<file path="src/rtl/cve2_rf_writeback_queue.sv">
`timescale 1ns/1ps
// Purpose: write-back queue between the EX/LSU result channels and the dual-write-port
//          register file; keeps program order per destination register and exports a
//          pending-write bitmap for decode hazard checks.
// Latency: an entry accepted at edge T is presented on its write port in cycle T+1 at
//          the earliest (write ports are combinational from the FIFO heads).
// Backpressure: ex_ready_o / lsu_ready_o = channel FIFO not full; a same-cycle pop does
//          not free a slot for the push (no pass-through).
//
// Ports:
//   clk_i, rst_ni                      clock, synchronous active-low reset
//   ex_valid_i/ex_ready_o/ex_rd_i/ex_wdata_i          channel 0 (execute) input
//   lsu_valid_i/lsu_ready_o/lsu_rd_i/lsu_wdata_i      channel 1 (load/store) input
//   waddr_a_o/wdata_a_o/we_a_o         RF write port A, driven from the channel 0 head
//   waddr_b_o/wdata_b_o/we_b_o         RF write port B, driven from the channel 1 head
//   pending_o                          bit r set while a queued write to xr exists
//   empty_o                            both FIFOs empty
module cve2_rf_writeback_queue #(
    parameter bit          RV32E     = 1'b0,
    parameter int unsigned DataWidth = 32,
    parameter int unsigned Depth     = 2
) (
    input  logic                 clk_i,
    input  logic                 rst_ni,

    input  logic                 ex_valid_i,
    output logic                 ex_ready_o,
    input  logic [4:0]           ex_rd_i,
    input  logic [DataWidth-1:0] ex_wdata_i,

    input  logic                 lsu_valid_i,
    output logic                 lsu_ready_o,
    input  logic [4:0]           lsu_rd_i,
    input  logic [DataWidth-1:0] lsu_wdata_i,

    output logic [4:0]           waddr_a_o,
    output logic [DataWidth-1:0] wdata_a_o,
    output logic                 we_a_o,

    output logic [4:0]           waddr_b_o,
    output logic [DataWidth-1:0] wdata_b_o,
    output logic                 we_b_o,

    output logic [31:0]          pending_o,
    output logic                 empty_o
);

    // At most 2*Depth entries are in flight, so a tag one bit wider than needed to
    // count them lets the MSB of the modular difference decide age.
    localparam int unsigned TW = $clog2(2 * Depth) + 1;
    localparam int unsigned PW = $clog2(Depth);
    localparam int unsigned CW = $clog2(Depth + 1);

    typedef struct packed {
        logic [4:0]           rd;
        logic [DataWidth-1:0] data;
        logic [TW-1:0]        tag;
    } entry_t;

    // Channel index 0 = execute (port A), 1 = load/store (port B).
    entry_t        mem_q  [2][Depth];
    logic [PW-1:0] rptr_q [2];
    logic [PW-1:0] wptr_q [2];
    logic [CW-1:0] cnt_q  [2];
    logic [TW-1:0] seq_q;

    entry_t        head_ent [2];
    entry_t        new_ent  [2];
    logic [1:0]    in_vld;
    logic [1:0]    ready;
    logic [1:0]    push;
    logic [1:0]    pop;
    logic [1:0]    head_vld;
    logic [1:0]    head_disc;
    logic [1:0]    we;
    logic          conflict;
    logic          ch0_older;
    logic [TW-1:0] age_diff;
    logic [TW-1:0] seq_d;

    // x0 writes, and the upper 16 registers on RV32E, are dropped without a write.
    function automatic logic is_discard(input logic [4:0] rd);
        return (rd == 5'd0) || (RV32E && rd[4]);
    endfunction

    assign in_vld = {lsu_valid_i, ex_valid_i};

    always_comb begin
        for (int c = 0; c < 2; c++) begin
            head_ent[c]  = mem_q[c][rptr_q[c]];
            head_vld[c]  = (cnt_q[c] != '0);
            head_disc[c] = is_discard(head_ent[c].rd);
            ready[c]     = (cnt_q[c] != CW'(Depth));
        end
    end

    assign push = in_vld & ready;

    // Same destination on both heads: only the older one may write this cycle, so the
    // register file never sees two writes to one address and the younger value lands last.
    assign conflict  = head_vld[0] && head_vld[1] && !head_disc[0] && !head_disc[1]
                       && (head_ent[0].rd == head_ent[1].rd);
    assign age_diff  = head_ent[0].tag - head_ent[1].tag;
    assign ch0_older = age_diff[TW-1];

    assign pop[0] = head_vld[0] && (!conflict || ch0_older);
    assign pop[1] = head_vld[1] && (!conflict || !ch0_older);
    assign we     = pop & ~head_disc;

    // When both channels accept together, ch0 is treated as the older instruction.
    always_comb begin
        new_ent[0].rd   = ex_rd_i;
        new_ent[0].data = ex_wdata_i;
        new_ent[0].tag  = seq_q;
        new_ent[1].rd   = lsu_rd_i;
        new_ent[1].data = lsu_wdata_i;
        new_ent[1].tag  = seq_q + TW'(push[0]);
    end

    assign seq_d = seq_q + TW'(push[0]) + TW'(push[1]);

    // Bitmap is built from the current contents, before this cycle's pops.
    always_comb begin
        logic [PW-1:0] off;
        pending_o = '0;
        off       = '0;
        for (int c = 0; c < 2; c++) begin
            for (int i = 0; i < int'(Depth); i++) begin
                off = PW'(i) - rptr_q[c];
                if ((CW'(off) < cnt_q[c]) && !is_discard(mem_q[c][i].rd)) begin
                    pending_o[mem_q[c][i].rd] = 1'b1;
                end
            end
        end
    end

    always_ff @(posedge clk_i) begin
        if (!rst_ni) begin
            seq_q <= '0;
            for (int c = 0; c < 2; c++) begin
                rptr_q[c] <= '0;
                wptr_q[c] <= '0;
                cnt_q[c]  <= '0;
            end
        end else begin
            seq_q <= seq_d;
            for (int c = 0; c < 2; c++) begin
                if (push[c]) begin
                    mem_q[c][wptr_q[c]] <= new_ent[c];
                    wptr_q[c]           <= wptr_q[c] + PW'(1);
                end
                if (pop[c]) begin
                    rptr_q[c] <= rptr_q[c] + PW'(1);
                end
                cnt_q[c] <= cnt_q[c] + CW'(push[c]) - CW'(pop[c]);
            end
        end
    end

    assign ex_ready_o  = ready[0];
    assign lsu_ready_o = ready[1];

    assign we_a_o    = we[0];
    assign waddr_a_o = head_vld[0] ? head_ent[0].rd   : '0;
    assign wdata_a_o = head_vld[0] ? head_ent[0].data : '0;

    assign we_b_o    = we[1];
    assign waddr_b_o = head_vld[1] ? head_ent[1].rd   : '0;
    assign wdata_b_o = head_vld[1] ? head_ent[1].data : '0;

    assign empty_o = !head_vld[0] && !head_vld[1];

endmodule

</file>
<file path="config.mk">
export PLATFORM = sky130hd
export DESIGN_NAME = cve2_rf_writeback_queue
export DESIGN_NICKNAME = d
export VERILOG_FILES = /design/src/rtl/cve2_rf_writeback_queue.sv
export SDC_FILE = /design/constraint.sdc
export NUM_CORES = 1
export LEC_CHECK = 0
export ABC_CLOCK_PERIOD_IN_PS = 3700
export BUFFER_PORTS_ARGS = -buffer_cell sky130_fd_sc_hd__clkbuf_2
export CORE_MARGIN = 5
export CORE_UTILIZATION = 54
export DETAILED_ROUTE_END_ITERATION = 8
export PLACE_DENSITY = 0.8
export SYNTH_ARGS = -nofsm -noshare
export SYNTH_HDL_FRONTEND = slang
export SYNTH_SLANG_ARGS = --single-unit
export TNS_END_PERCENT = 5
</file>
<file path="constraint.sdc">
create_clock -name clk_i -period 3.7 [get_ports clk_i]
set_clock_uncertainty 0.2 [all_clocks]
set_input_delay 0.185 -clock clk_i [delete_from_list [all_inputs] [get_ports clk_i]]
set_output_delay 0.185 -clock clk_i [all_outputs]
set_load 0.05 [all_outputs]
</file>
==> results of run 1 <==
metal layers:
layer	wire length [um]	global-route usage (%)	vias to the layer above
li1	-	-	2811
met1	7940	28.7	2909
met2	11600	43.8	287
met4	1010	12.1	0
met5	0	0	-
met3	1190	4.47	68
layout make-up:
cell class                      count  area, um^2  share of cell area (%)
Antenna cell                        1        2.50                  0.0242
Clock buffer                       17         425                    4.11
Multi-Input combinational cell    391        2740                    26.4
Tap cell                          184         230                    2.22
Inverter                           10        37.5                   0.362
Clock inverter                     15         130                    1.26
Timing Repair Buffer              268        1730                    16.7
Sequential cell                   171        5060                    48.9
registers in the layout, indices dropped and copies added, names as in the netlist:
register and flops:
cnt_q 4, seq_q 3, mem_q 160, rptr_q 2
wptr_q 2
cell families after synthesis:
kind of cell,after synthesis,share of synthesized area (%)
AO/OA/AOI/OAI,86,8.72
other,1,0.0468
adder cells (fa/ha/maj),9,1.40
XOR/XNOR,12,1.31
multiplexers,80,10.1
AND/OR/NAND/NOR,203,12.3
flip-flops,171,63.2
buffers and inverters,46,3.00
report_power, final:
group | total [W] | internal, W | leakage [nW] | switching [W]
Combinational | 0.00366 | 0.000989 | 2.29 | 0.00268
Sequential | 0.00252 | 0.00236 | 1.57 | 0.000168
Clock | 0.00166 | 0.000885 | 0.269 | 0.000775
critical path: cells and delay by family, from the launching register on:
family | cells | cell delay, ns
adder cells (fa/ha/maj) | 3 | 0.76
flip-flops | 1 | 0.73
XOR/XNOR | 3 | 0.53
multiplexers | 1 | 0.41
AO/OA/AOI/OAI | 2 | 0.31
AND/OR/NAND/NOR | 1 | 0.16
buffers and inverters | 1 | 0.04
cell usage in the layout (no fill, tap or decap), drive strengths merged, types with 4 or more instances in the layout:
cell | netlist | layout
o21ai | 4 | 4
o22ai | 17 | 17
or3b | 6 | 6
or2 | 5 | 5
xnor2 | 9 | 9
o211ai | 6 | 6
edfxtp | 164 | 164
nand2 | 24 | 24
a32oi | 5 | 5
o221ai | 5 | 5
dlygate4sd3 | 0 | 74
buf | 16 | 7
a221o | 19 | 19
and3b | 4 | 4
a21oi | 7 | 7
nand3b | 8 | 8
mux2i | 78 | 78
and3 | 5 | 5
nor2b | 5 | 5
dfxtp | 7 | 7
inv | 10 | 19
ha | 9 | 9
nand2b | 10 | 10
and2 | 13 | 13
nor3 | 4 | 4
a2bb2oi | 5 | 5
nor2 | 104 | 104
o32ai | 4 | 4
clkbuf | 20 | 204
nand3 | 7 | 7
worst min path at each step:
| stage | cells past startpoint | slack, ns | to | start |
|---|---|---|---|---|
| 2_1_floorplan | 0 | 0.08 | mem_q[0][100]$_DFFE_PP_ | lsu_wdata_i[17] |
| 3_3_place_gp | 1 | 0.17 | mem_q[0][93]$_DFFE_PP_ | lsu_wdata_i[10] |
| 3_5_place_dp | 1 | 0.18 | mem_q[0][38]$_DFFE_PP_ | ex_rd_i[3] |
| 4_1_cts | 3 | 0.001 | wptr_q[0][1]$_SDFFCE_PN0P_ | lsu_valid_i |
| 5_1_grt | 3 | 0.03 | wptr_q[0][1]$_SDFFCE_PN0P_ | lsu_valid_i |
| 6_report | 3 | 0.01 | wptr_q[0][1]$_SDFFCE_PN0P_ | lsu_valid_i |
metrics by stage:
| stage | hold WS, ns | utilization, % | total power (W) | cells |
|---|---|---|---|---|
| after detailed placement | 0.177 | 62.3 | 0.00614 | 950 |
| final | 0.0147 | 71.3 | 0.00785 | 1057 |
| after global routing | 0.0266 | 71.3 | 0.00820 | 1057 |
| after global placement | 0.173 | 62.3 | 0.00607 | 950 |
| after floorplan | 0.0839 | - | 0.00536 | 608 |
| after CTS | 0.00147 | 71.2 | 0.00786 | 1056 |
synth_stat cells, drive strengths merged (5+ instances only):
master	count	area (um^2)
or3b	6	52.6
ha	9	113
edfxtp	164	4920
nand2b	10	62.6
o211ai	6	50.1
a32oi	5	43.8
buf	16	116
xnor2	9	78.8
nor2	104	390
clkbuf	20	86.3
mux2i	78	785
and3	5	31.3
nand3	7	40.0
nor2b	5	31.3
a221o	19	190
nand3b	8	60.1
o221ai	5	43.8
o22ai	17	106
and2	13	81.3
nand2	24	90.1
a21oi	7	38.8
or2	5	31.3
dfxtp	7	140
inv	10	37.5
a2bb2oi	5	43.8
timing repair:
item                                    CTS  global route
endpoints found under the hold margin   148             0
setup buffers                             0             0
hold buffers                             74             0
endpoints found under the setup margin    0             0
==> results.sh, run 1 <==
export IMPL_drt_iter0_markers=565
export IMPL_synthFlopType="edfxtp_1"
export IMPL_numCtsBuffers=17
export IMPL_crit_top_cell="ha_1"
export IMPL_relSlewSlack_pct=36.1
export IMPL_hold_path_class="in2reg"
export IMPL_grt_usage_pct=24.7
export IMPL_reg2reg_to="cnt_q[0][1]$_SDFF_PN0_"
export IMPL_setup_tns_ns=0
export IMPL_fin_crit_sh_pct=87.7
export IMPL_avgSynthCellArea_um2=13.2
export IMPL_layout_drive_gt1_share_pct=28.8
export IMPL_die_w_um=132
export IMPL_start_util_pct=55.2
export IMPL_drtPass1Iterations=6
export IMPL_maxCapViolCount=0
export IMPL_routedWlPerCell_um=20.6
export IMPL_clk_pin_slew_ns=0.06
export IMPL_cts_resized=0
export IMPL_cp_start_kind="flip-flop"
export IMPL_htree_num_levels=4
export IMPL_crit_arrival_ns=3.36
export IMPL_worstPathMaxFanout=14
export IMPL_gp_congestion=0.944
export IMPL_critical_path_class="reg2reg"
export IMPL_grt_pass1_wl_um=33600
export IMPL_fin_area_um2=10400
export IMPL_wirelength_um=21700
export IMPL_io_pins=189
export IMPL_postPlaceCellArea_um2=9060
export IMPL_tightest_slew_ns=0.958
export IMPL_via_per_inst=5.75
export IMPL_worstPathCellList="mux2_2 -> ha_1 -> a21oi_2 -> xor2_1 -> a31oi_1 -> ha_1 -> inv_1 -> ha_1 -> xnor2_1 -> xnor2_1 -> and2_1"
export IMPL_r2r_start="rptr_q[0][0]$_SDFFCE_PN0P_"
export IMPL_rows=44
export IMPL_clk_path_buf_depth=2
export IMPL_place_ws_ns=0.447
export IMPL_crit_path_end="cnt_q[0][1]$_SDFF_PN0_"
export IMPL_reg2regPathDepth=11
export IMPL_rrSetupSlack_ns=0.45
export IMPL_synth_distinct_cells=58
export IMPL_rsz0062_at_grt="false"
export IMPL_slew_viol_final=0
export IMPL_fin_crit_ns=3.25
export IMPL_synth_edff_count=164
export IMPL_grt_overflow=0
export IMPL_antenna_found_initial=1
export IMPL_num_vias=6075
export IMPL_dieHeight_um=132
export IMPL_async_flop_share_pct=0
export IMPL_core_area_um2=14500
export IMPL_cts_tree="yes"
export IMPL_clock_sinks=171
export IMPL_setup_slack_ns=0.454
export IMPL_synth_cells=608
export IMPL_insertion_delay_ns=0.42
export IMPL_die_area_um2=17400
export IMPL_cp_required_ns=3.81
export IMPL_power_density_nw_per_um2=758
export IMPL_setup_viol=0
export IMPL_crit_path_end_kind="flip-flop"
export IMPL_nFillCells=963
export IMPL_drc=0
export IMPL_final_antenna_net_count=0
export IMPL_yosys_warnings=0
export IMPL_ys_seq_elements=171
export IMPL_finalHoldViolations=0
export IMPL_ir_drop_mv=0.551
export IMPL_root_buffer="clkbuf_16"
export IMPL_first_global_vias=6080
export IMPL_seq_area_frac_synth_pct=63.2
export IMPL_leakage_nw=4.13
export IMPL_fmax_mhz=308
export IMPL_grt_max_degree=41
export IMPL_syn_cell_area_um2=8020
export IMPL_io_buffers=187
export IMPL_final_nets=946
export IMPL_syn2layout_area_growth_pct=29.1
export IMPL_crit_path_max_incr_delay_ns=0.73
export IMPL_cp_slowest_cell="edfxtp_1"
export IMPL_hpwl_um=14800
export IMPL_status="finished, final reports clean"
export IMPL_syn_num_nets=695
export IMPL_crit_path_start="rptr_q[0][0]$_SDFFCE_PN0P_"
No activity file was read; power rests on OpenSTA's default activity.
==> run 2, diff against run 1 <==
REMOVE_ABC_BUFFERS = 1   (was default)
==> run 2 against run 1 <==
Setup slack lost 0.26 ns. Critical path depth decreased by 4. Clock-buffer cell count unchanged. Die area did not move. Design area rose by 0.41%. Total power grew 1.6%. Via count rose by 1.3%. Maximum frequency fell by 7.4%. Largest cell class unchanged.
==> results.sh, run 2 (synthesized netlist as in run 1, its figures left out) <==
export IMPL_status="finished, final reports clean"
export IMPL_cts_hold_buf=75
export IMPL_via_per_inst=5.81
export IMPL_core_area_um2=14500
export IMPL_cp_start_kind="flip-flop"
export IMPL_p_int_w=0.00435
export IMPL_pwr_share_clk_pct=21.9
export IMPL_io_buffers=187
export IMPL_fmax_mhz=285
export IMPL_start_util_pct=55.2
export IMPL_drt_met1_wl_um=8850
export IMPL_leakage_nw=4.15
export IMPL_cts_resized=0
export IMPL_cp_required_ns=3.31
export IMPL_hpwl_um=15400
export IMPL_post_cts_buffers=0
export IMPL_rows=44
export IMPL_layout_drive_gt1_share_pct=28.7
export IMPL_dieHeight_um=132
export IMPL_htree_num_levels=4
export IMPL_p_comb_share_pct=46.5
export IMPL_worstPathMaxFanout=36
export IMPL_tightest_slew_ns=0.960
export IMPL_fin_area_um2=10400
export IMPL_crit_arrival_ns=3.12
export IMPL_gp_congestion=0.938
export IMPL_drtPass1Iterations=6
export IMPL_fin_crit_sh_pct=94.7
export IMPL_r2r_start="rptr_q[0][0]$_SDFFCE_PN0P_"
export IMPL_diodes=0
export IMPL_die_w_um=132
export IMPL_final_cell_mix="clkbuf_2, edfxtp_1, nor2_1"
export IMPL_num_vias=6152
export IMPL_insertion_delay_ns=0.42
export IMPL_slew_viol_final=0
export IMPL_syn2layout_area_growth_pct=29.7
export IMPL_drt_iter0_markers=545
export IMPL_grt_usage_pct=25.7
export IMPL_finalHoldViolations=0
export IMPL_rsz0062_at_grt="false"
export IMPL_whs_ns=0.00550
export IMPL_cts_tree="yes"
export IMPL_crit_path_start="rptr_q[0][1]$_SDFFCE_PN0P_"
export IMPL_top_layer_used="met4"
export IMPL_total_switching_power_w=0.00362
export IMPL_wl_met3_um=1400
export IMPL_clk_pin_slew_ns=0.06
export IMPL_largest_reg_flops=160
export IMPL_final_common_cell="clkbuf_2"
export IMPL_wirelength_um=22700
export IMPL_first_global_vias=6252
export IMPL_min_from="ex_valid_i"
export IMPL_power_frac_seq_pct=31.5
export IMPL_setup_viol=0
export IMPL_final_nets=948
export IMPL_met2RoutedLength_um=11800
export IMPL_numCtsBuffers=17
export IMPL_clk_path_buf_depth=2
export IMPL_grt_max_degree=41
export IMPL_critical_path_class="reg2out"
export IMPL_fin_crit_ns=3.50
export IMPL_hold_path_class="in2reg"
export IMPL_die_area_um2=17400
export IMPL_final_antenna_net_count=0
export IMPL_routedWlPerCell_um=21.4
export IMPL_relSlewSlack_pct=36.0
export IMPL_maxCapViolCount=0
export IMPL_p_sw_share_pct=45.4
export IMPL_io_pins=189
export IMPL_drc=0
export IMPL_clock_sinks=171
export IMPL_power_density_nw_per_um2=767
export IMPL_crit_path_end_kind="output port"
export IMPL_grt_pass1_wl_um=35200
export IMPL_antenna_found_initial=0
export IMPL_grt_overflow=0
export IMPL_root_buffer="clkbuf_16"
export IMPL_ir_drop_mv=0.630
export IMPL_postPlaceCellArea_um2=9070
export IMPL_power_w=0.00797
-- run 2: cell types whose count changed in the layout (fill, tap and decap cells not counted), sizes merged --
cell / before / now
inv: 19 / 16
diode: 1 / 0
bufinv: 0 / 2
clkinv: 3 / 5
clkinvlp: 3 / 2
dlygate4sd3: 74 / 75
buf: 7 / 8
-- run 2: path summary, 6_finish.rpt --
path                                endpoint  slack (ns)  cells past startpoint
setup reg to reg      cnt_q[0][3]$_SDFF_PN0_        0.44                     11
hold reg to reg        mem_q[0][1]$_DFFE_PP_        0.27                      0
setup / recovery               pending_o[28]        0.20                      7
hold / removal    wptr_q[0][0]$_SDFFCE_PN0P_       0.005                      3
-- run 2: power by group through the flow --
stage	Combinational, W	Sequential [W]	Clock (W)
final	0.00371	0.00251	0.00175
after detailed placement	0.00360	0.00255	0
after global placement	0.00355	0.00253	0
after CTS	0.00368	0.00251	0.00176
after global routing	0.00390	0.00253	0.00186
after floorplan	0.00264	0.00265	0
-- run 2: layout make-up --
| type | count | area, um^2 |
|---|---|---|
| clock buffer | 17 | 425 |
| tap | 184 | 230 |
| sequential | 171 | 5060 |
| fill | 959 | 4130 |
| timing repair buffer | 270 | 1750 |
| clock inverter | 15 | 158 |
| multi-input combinational | 391 | 2740 |
| inverter | 10 | 37.5 |
-- run 2: metal layers --
layer	GRT usage, %	vias to the layer above
met5	0	-
met4	9.43	0
met3	5.04	51
met2	44.7	278
met1	32.1	3003
li1	-	2820
-- run 2: metrics by stage --
step	instances	TNS [ns]	worst slack (ns)	util [%]
finish	1058	0	0.196	71.6
global route	1058	0	0.0373	71.6
CTS	1058	0	0.256	71.6
detailed placement	951	0	0.503	62.4
global placement	951	0	0.583	62.4
floorplan	572	-1.34	-0.359	-
-- run 2: critical path, stage by stage, from the launching register on --
cell       delay, ns
edfxtp_1        0.49
buf_4           0.24
buf_4           0.51
a21oi_1         0.18
nor4_1          0.64
a2bb2oi_1       0.19
o211ai_1        0.12
clkbuf_2        0.30
==> run 3, diff against run 2 <==
HOLD_SLACK_MARGIN = 0.05   (was default)
SETUP_SLACK_MARGIN = 0.4   (was default)
TNS_END_PERCENT = 1   (was 5)
==> run 3 against run 2 <==
Maximum frequency is 8.3% higher. Combinational power grew 2%. Sequential share of layout area shrank 0.34 points. Non-clock buffer count increased by 7. Hold slack gained 0.27 ns. Critical path type unchanged. Design area grew 0.70%. Via count up 0.50%. Sequential cell count unchanged. Sequential power barely moved. Largest cell class unchanged. Die area unchanged. Utilization grew 0.50 points.
==> results.sh, run 3 (synthesized netlist as in run 1, its figures left out) <==
export IMPL_status="finished, final reports clean"
export IMPL_drt_met1_wl_um=8790
export IMPL_largest_reg_flops=160
export IMPL_fin_crit_sh_pct=87.5
export IMPL_critical_path_class="reg2out"
export IMPL_final_antenna_net_count=0
export IMPL_grt_max_degree=41
export IMPL_worstHoldEndpoint="mem_q[0][1]$_DFFE_PP_"
export IMPL_first_global_vias=6310
export IMPL_routedWlPerCell_um=21.4
export IMPL_relSlewSlack_pct=35.9
export IMPL_htree_num_levels=4
export IMPL_final_common_cell="clkbuf_2"
export IMPL_gp_congestion=0.938
export IMPL_hpwl_um=15400
export IMPL_min_from="seq_q[1]$_SDFF_PN0_"
export IMPL_tightest_slew_ns=0.962
export IMPL_grt_pass1_wl_um=35400
export IMPL_num_vias=6183
export IMPL_hold_path_depth=0
export IMPL_clk_pin_slew_ns=0.06
export IMPL_fin_util_pct=72.1
export IMPL_wirelength_um=22800
export IMPL_drtPass1Iterations=6
export IMPL_root_buffer="clkbuf_16"
export IMPL_clk_path_buf_depth=2
export IMPL_setup_viol=0
export IMPL_start_util_pct=55.2
export IMPL_syn2layout_area_growth_pct=30.6
export IMPL_fin_area_um2=10500
export IMPL_met2RoutedLength_um=12000
export IMPL_numCtsBuffers=17
export IMPL_rsz0062_at_grt="true"
export IMPL_antenna_found_initial=0
export IMPL_top_layer_used="met4"
export IMPL_grt_overflow=0
export IMPL_r2r_start="mem_q[0][117]$_DFFE_PP_"
export IMPL_core_area_um2=14500
export IMPL_worstPathMaxFanout=12
export IMPL_io_buffers=187
export IMPL_cp_required_ns=3.31
export IMPL_die_area_um2=17400
export IMPL_insertion_delay_ns=0.42
export IMPL_layout_drive_gt1_share_pct=29.2
export IMPL_die_w_um=132
export IMPL_finalHoldViolations=0
export IMPL_leakage_nw=4.19
export IMPL_wl_met3_um=1460
export IMPL_hold_path_class="reg2reg"
export IMPL_rows=44
export IMPL_diodes=0
export IMPL_rrSetupSlack_ns=0.60
export IMPL_drc=0
export IMPL_final_nets=955
export IMPL_fin_crit_ns=3.24
export IMPL_dieHeight_um=132
export IMPL_clock_sinks=171
export IMPL_reg2reg_to="cnt_q[0][3]$_SDFF_PN0_"
export IMPL_final_cell_mix="clkbuf_2, edfxtp_1, nor2_1"
export IMPL_setup_tns_ns=0
export IMPL_reg2regPathDepth=11
export IMPL_power_density_nw_per_um2=767
export IMPL_slew_viol_final=0
export IMPL_drt_iter0_markers=615
export IMPL_postPlaceCellArea_um2=9070
export IMPL_cts_tree="yes"
export IMPL_io_pins=189
export IMPL_grt_usage_pct=25.9
export IMPL_ir_drop_mv=0.648
export IMPL_via_per_inst=5.81
export IMPL_crit_arrival_ns=2.85
export IMPL_fmax_mhz=309
export IMPL_maxCapViolCount=0
export IMPL_cp_start_kind="flip-flop"
export IMPL_crit_path_end_kind="output port"
==> run 3: cell count changes in the layout (fill, tap and decap cells not counted) <==
cell,before,now
dlygate4sd3_1,75,78
nor2_2,2,3
buf_6,0,1
buf_4,8,11
nor4_1,3,2
nor4_2,0,1
nor2_1,100,99
==> run 3: how the worst max path moves through the flow <==
stage,from,end,slack [ns],cells after the start
floorplan,rptr_q[0][0]$_SDFFCE_PN0P_,cnt_q[0][1]$_SDFF_PN0_,-0.36,11
global placement,rptr_q[0][0]$_SDFFCE_PN0P_,cnt_q[0][1]$_SDFF_PN0_,0.58,11
detailed placement,rptr_q[0][0]$_SDFFCE_PN0P_,cnt_q[0][3]$_SDFF_PN0_,0.50,11
CTS,rptr_q[0][1]$_SDFFCE_PN0P_,pending_o[13],0.30,8
global route,mem_q[0][117]$_DFFE_PP_,we_b_o,0.28,6
finish,mem_q[0][117]$_DFFE_PP_,we_b_o,0.46,6
==> run 3: where the power goes <==
part | switching [W] | internal (W) | total, W
sequential | 0.000138 | 0.00236 | 0.00250
combinational | 0.00276 | 0.00102 | 0.00378
clock | 0.000747 | 0.00100 | 0.00175
==> run 3: timing repair <==
action,4_1_cts,5_1_grt
hold endpoints to repair,157,0
buffers inserted,0,4
pin swaps,0,0
gates resized for setup,1,2
hold buffers,78,0
endpoints found under the setup margin,11,26
==> run 3: area by class of cell <==
class / count / area [um^2]
Sequential cell: 171 / 5060
Fill cell: 943 / 4060
Multi-Input combinational cell: 391 / 2750
Timing Repair Buffer: 277 / 1810
Clock buffer: 17 / 425
Tap cell: 184 / 230
Clock inverter: 15 / 158
Inverter: 10 / 37.5
==> run 3: worst max-delay path: stages (launching register included) <==
cell      delay (ns)
edfxtp_1        0.55
nor3_1          0.65
and3b_2         0.31
o22a_2          0.18
a211oi_4        0.07
a311oi_2        0.35
clkbuf_2        0.34
==> run 3: per-stage QoR <==
step / instances / hold slack, ns / worst slack, ns / power, W
finish: 1065 / 0.273 / 0.463 / 0.00803
CTS: 1061 / 0.265 / 0.301 / 0.00796
detailed placement: 951 / 0.178 / 0.503 / 0.00615
floorplan: 572 / 0.0839 / -0.359 / 0.00529
global placement: 951 / 0.174 / 0.583 / 0.00608
global route: 1065 / 0.286 / 0.278 / 0.00834
==> run 3: per-layer routing <==
metal / global-route usage [%] / vias up
met5: 0 / -
met4: 9.37 / 0
met3: 5.00 / 42
met2: 45.1 / 281
met1: 32.2 / 3030
li1: - / 2830
